**src/rtl/root_nonrestoring_param.sv**
```systemverilog
// Iterative radix-2 non-restoring square root: q = floor(sqrt(d)), r = d - q*q.
// Ports: clk, clrn (sync active-low), d/load in; q, r, busy, ready, count out.
// Macro ROOT_NONRESTORING_REMFIX_EN adds a FIX cycle that corrects r.
module root_nonrestoring_param #(
  parameter int WIDTH = 32,
  parameter int CW    = $clog2(WIDTH/2)
) (
  input  logic               clk,
  input  logic               clrn,
  input  logic [WIDTH-1:0]   d,
  input  logic               load,
  output logic [WIDTH/2-1:0] q,
  output logic [WIDTH/2:0]   r,
  output logic               busy,
  output logic               ready,
  output logic [CW-1:0]      count
);

  localparam int N = WIDTH / 2;

`ifdef ROOT_NONRESTORING_REMFIX_EN
  typedef enum logic [1:0] {
    IDLE = 2'd0,
    CALC = 2'd1,
    FIX  = 2'd2,
    DONE = 2'd3
  } state_t;
`else
  typedef enum logic [1:0] {
    IDLE = 2'd0,
    CALC = 2'd1,
    DONE = 2'd3
  } state_t;
`endif

  state_t           state_q, state_d;
  logic [WIDTH-1:0] rad_q, rad_d;
  logic [N+1:0]     rem_q, rem_d;
  logic [N-1:0]     root_q, root_d;
  logic [CW-1:0]    cnt_q, cnt_d;
  logic [N-1:0]     q_q, q_d;
  logic [N:0]       r_q, r_d;

  logic [N+1:0]     shifted;
  logic [N+1:0]     step;
  logic [N+1:0]     fixed;

  // Sign of the previous partial remainder picks subtract or add.
  assign shifted = {rem_q[N-1:0], rad_q[WIDTH-1 -: 2]};
  assign step    = rem_q[N+1] ? shifted + {root_q, 2'b11}
                              : shifted - {root_q, 2'b01};
  assign fixed   = rem_q + {1'b0, root_q, 1'b1};

  always_comb begin
    state_d = state_q;
    rad_d   = rad_q;
    rem_d   = rem_q;
    root_d  = root_q;
    cnt_d   = cnt_q;
    q_d     = q_q;
    r_d     = r_q;
    unique case (state_q)
      IDLE, DONE: begin
        if (load) begin
          state_d = CALC;
          rad_d   = d;
          rem_d   = '0;
          root_d  = '0;
          cnt_d   = '0;
        end else begin
          state_d = IDLE;
        end
      end
      CALC: begin
        rad_d  = rad_q << 2;
        rem_d  = step;
        root_d = {root_q[N-2:0], ~step[N+1]};
        if (cnt_q == CW'(N - 1)) begin
          cnt_d = '0;
`ifdef ROOT_NONRESTORING_REMFIX_EN
          state_d = FIX;
`else
          state_d = DONE;
          q_d     = root_d;
          r_d     = step[N:0];
`endif
        end else begin
          cnt_d = cnt_q + 1'b1;
        end
      end
`ifdef ROOT_NONRESTORING_REMFIX_EN
      FIX: begin
        rem_d   = rem_q[N+1] ? fixed : rem_q;
        state_d = DONE;
        q_d     = root_q;
        r_d     = rem_d[N:0];
      end
`endif
      default: state_d = IDLE;
    endcase
  end

  always_ff @(posedge clk) begin
    if (!clrn) begin
      state_q <= IDLE;
      rad_q   <= '0;
      rem_q   <= '0;
      root_q  <= '0;
      cnt_q   <= '0;
      q_q     <= '0;
      r_q     <= '0;
    end else begin
      state_q <= state_d;
      rad_q   <= rad_d;
      rem_q   <= rem_d;
      root_q  <= root_d;
      cnt_q   <= cnt_d;
      q_q     <= q_d;
      r_q     <= r_d;
    end
  end

`ifdef ROOT_NONRESTORING_REMFIX_EN
  assign busy = (state_q == CALC) || (state_q == FIX);
`else
  assign busy = (state_q == CALC);
`endif
  assign ready = (state_q == DONE);
  assign q     = q_q;
  assign r     = r_q;
  assign count = cnt_q;

endmodule

```
**config.mk**
```make
export PLATFORM = sky130hd
export DESIGN_NAME = root_nonrestoring_param
export DESIGN_NICKNAME = d
export VERILOG_FILES = /design/src/rtl/root_nonrestoring_param.sv
export SDC_FILE = /design/constraint.sdc
export NUM_CORES = 1
export LEC_CHECK = 0
export ABC_AREA = 1
export BUFFER_PORTS_ARGS = -buffer_cell sky130_fd_sc_hd__buf_2
export CAP_MARGIN = 25
export CORE_MARGIN = 2
export CORE_UTILIZATION = 35
export DETAILED_ROUTE_END_ITERATION = 10
export SETUP_SLACK_MARGIN = 0.5
export SLEW_MARGIN = 20
export SYNTH_ARGS = -nofsm -noshare
export SYNTH_HDL_FRONTEND = slang
export SYNTH_SLANG_ARGS = --single-unit
```
**constraint.sdc**
```tcl
create_clock -name clk -period 2.7 [get_ports clk]
set_input_delay 0.675 -clock clk [delete_from_list [all_inputs] [get_ports clk]]
set_output_delay 0.675 -clock clk [all_outputs]
set_load 0.05 [all_outputs]
```
==> results.yml <==
routing:
  ant_nets: 0
  totalWireLength_mm: 11.8
  vias: 4456
  drt_iter0_markers: 255
  via_per_inst: 4.80
  wl_per_cell_um: 12.7
  drtPass1Iterations: 5
  drc: 0
clocking:
  htree_levels: 3
  cts_root_buffer: "clkbuf_16"
  max-clock-path-buffers: 2
  cts-hold-fix-buffers: 0
  numCtsBuffers: 9
  cts.sink_count: 104
  cts_tree: "done"
  worstSkewPairLatency_ns: 0.35
  path_clk_slew_ns: 0.07
floorplanning:
  initial_core_util_pct: 35.9
  die_h_um: 123
  fp-row-count: 43
  core_area_sq_um: 13900
  ios: 74
  die-area_sq_um: 15200
  die_w_um: 123
yosys:
  ys_ff_latch: 104
  yosysTopAreaCell: "dfxtp_1"
  syn_inst: 681
  syn_avg_cell_area_sq_um: 7.32
  yosys_warnings: 0
  async_flop_share_pct: 0
  syn_area_sq_um: 4980
  synth_edf_count: 0
  synth_flop_cell: "dfxtp_1"
  synth_top_area_share_pct: 41.8
  synth_fp_nets: 736
  synth.distinct_cells: 32
  yosysMostFrequentCell: "nand2_1"
  synth_common_cells: "nand2_1 (186), dfxtp_1 (104), inv_1 (75)"
  ys_seq_area_share_pct: 41.8
  synth_area_leaders: "dfxtp_1 (42%), nand2_1 (14%), o21ai_0 (6.7%)"
finish:
  n_antenna_cell: 0
  post-route-util_pct: 42.4
  drive_gt1_share_pct: 17.0
  final_cells: 928
  multi_input_area_sq_um: 2510
  fill_cells: 1461
  syn_to_final_growth_pct: 18.1
  seqCellArea_sq_um: 2090
  nets: 798
critical_path:
  endpoint_kind: "output port"
  rrSetupSlack_ns: 0.66
  r2r_cells: 11
  slowest_stage: "dfxtp_1"
  crit_required_ns: 2.03
  cp_max_fo: 11
  max_stage_delay_ns: 0.39
  critPathLaunchType: "flop"
  arrival_ns: 1.42
  rr_endpoint: "q[0]"
  path_cells: "ha_2 -> buf_2"
  r2r-start: "rem_q[17]"
  path_class: "flop to output port"
sta:
  rsz0062_at_grt: "yes"
  setup_ws_ns: 0.606
  slew_headroom_pct: 69.1
  period_share_pct: 77.6
  setup-tns-final_ns: 0
  fmax_ghz: 0.478
  finClkSkew_ns: 0.0106
  worst_pin_slew_ns: 0.463
  setup_viol: 0
  period_needed_ns: 2.09
  finalHoldViolCount: 0
  maxSlewViolCount: 0
place:
  hpwlAfterDp_mm: 8.48
  port_buffers: 73
  gp_congestion: 0.911
  placed_cells: 911
  place_ws_ns: 0.426
job:
  maxCapViolCount: 0
grt:
  grt_pass1_vias: 4034
  antenna_found_initial: 0
  grtUsageTotal_pct: 16.4
  grt_max_degree: 42
  grt_pass1_wl_mm: 19.7
  overflow: 0
pwr:
  total_leakage_power_nw: 2.78
  ir_drop_mv: 0.349
  p_total_w: 0.00463
  powerDensity_nw_per_um2: 787
min_path:
  min_path_cells: 2
  min_path_type: "flop to flop"
  holdCritStartpoint: "rem_q[13]"
  worstHoldEndpoint: "rem_q[13]"
run_status:
  status: "finished clean"
## kinds of logic after synthesis
group / count (synthesis) / synth area share (%)
and+or+nand+nor: 261 / 20.8
DFF: 104 / 41.8
adders and majority gates: 20 / 5.02
xor gates and xnor gates: 26 / 4.57
buffers and inverters: 113 / 9.22
AOI/OAI and AO/OA: 157 / 18.6
## timing repair
item | in CTS | in global routing
pin swaps | 0 | 2
setup endpoints to repair | 9 | 12
cloned | 0 | 0
setup buffers | 0 | 1
resized for setup | 2 | 16
## power breakdown
part / internal [W] / total [W] / switching [W]
sequential: 0.00163 / 0.00169 / 0.0000653
combinational: 0.000582 / 0.00159 / 0.00101
clock: 0.000754 / 0.00135 / 0.000596
total: 0.00296 / 0.00463 / 0.00167
## area by class of cell
type / count / area share (%)
Clock inverter: 5 / 1.04
Multi-Input combinational cell: 464 / 42.7
Tap cell: 180 / 3.83
Inverter: 78 / 4.98
Timing Repair Buffer: 86 / 7.87
Sequential cell: 104 / 35.4
Clock buffer: 11 / 4.13
## layout by cell type, fill, tap and decap left out, types with 3 or more instances in the layout
cell,instances
o21ai_0,67
xnor2_1,19
clkbuf_16,9
ha_2,4
o21ai_1,3
a21oi_2,6
nor2_1,40
nand3_1,23
o22ai_1,3
nand3b_1,4
inv_6,3
ha_1,16
xnor2_2,3
inv_1,75
inv_2,3
buf_2,73
o32ai_1,10
xor2_1,4
dfxtp_1,103
o211ai_1,5
nand2_1,185
a31oi_1,30
buf_4,13
a21oi_1,25
## worst max-delay path by stage
| stage | slack [ns] | start | cells after the start | endpoint |
|---|---|---|---|---|
| 3_5_place_dp | 0.43 | rem_q[17] | 11 | rem_q[15] |
| 4_1_cts | 0.54 | rem_q[17] | 11 | rem_q[15] |
| 2_1_floorplan | 0.71 | rem_q[17] | 16 | q[0] |
| 6_report | 0.61 | state_q[0] | 2 | busy |
| 5_1_grt | 0.50 | rem_q[17] | 11 | q[0] |
| 3_3_place_gp | 0.48 | rem_q[17] | 11 | rem_q[15] |
## worst max-delay path, delay by kind of cell, from the launching register on
kind | cells | cell delay [ns]
adder cells (fa/ha/maj) | 1 | 0.36
flip-flops | 1 | 0.39
buffers and inverters | 1 | 0.32
## through the flow
stage          area, sq um  hold slack, ns
2_1_floorplan         4980           0.429
3_3_place_gp          5500           0.450
3_5_place_dp          5500           0.455
4_1_cts               5810           0.464
5_1_grt               5880           0.490
6_report              5880           0.459
## registers in the layout, indices dropped and copies added (netlist names)
name     count
r           17
count        4
q           16
rem_q       17
rad_q       32
state_q      2
root_q      16
## layer usage
| metal | part of all wire, % | vias to the layer above | global-route usage [%] |
|---|---|---|---|
| met3 | 5.9 | 11 | 4.84 |
| met4 | 0.83 | 0 | 4.12 |
| li1 | - | 2364 | - |
| met2 | 42 | 101 | 24.7 |
| met5 | 0 | - | 0 |
| met1 | 51 | 1980 | 23.1 |
Note: power is estimated with default switching activity, not from simulation.
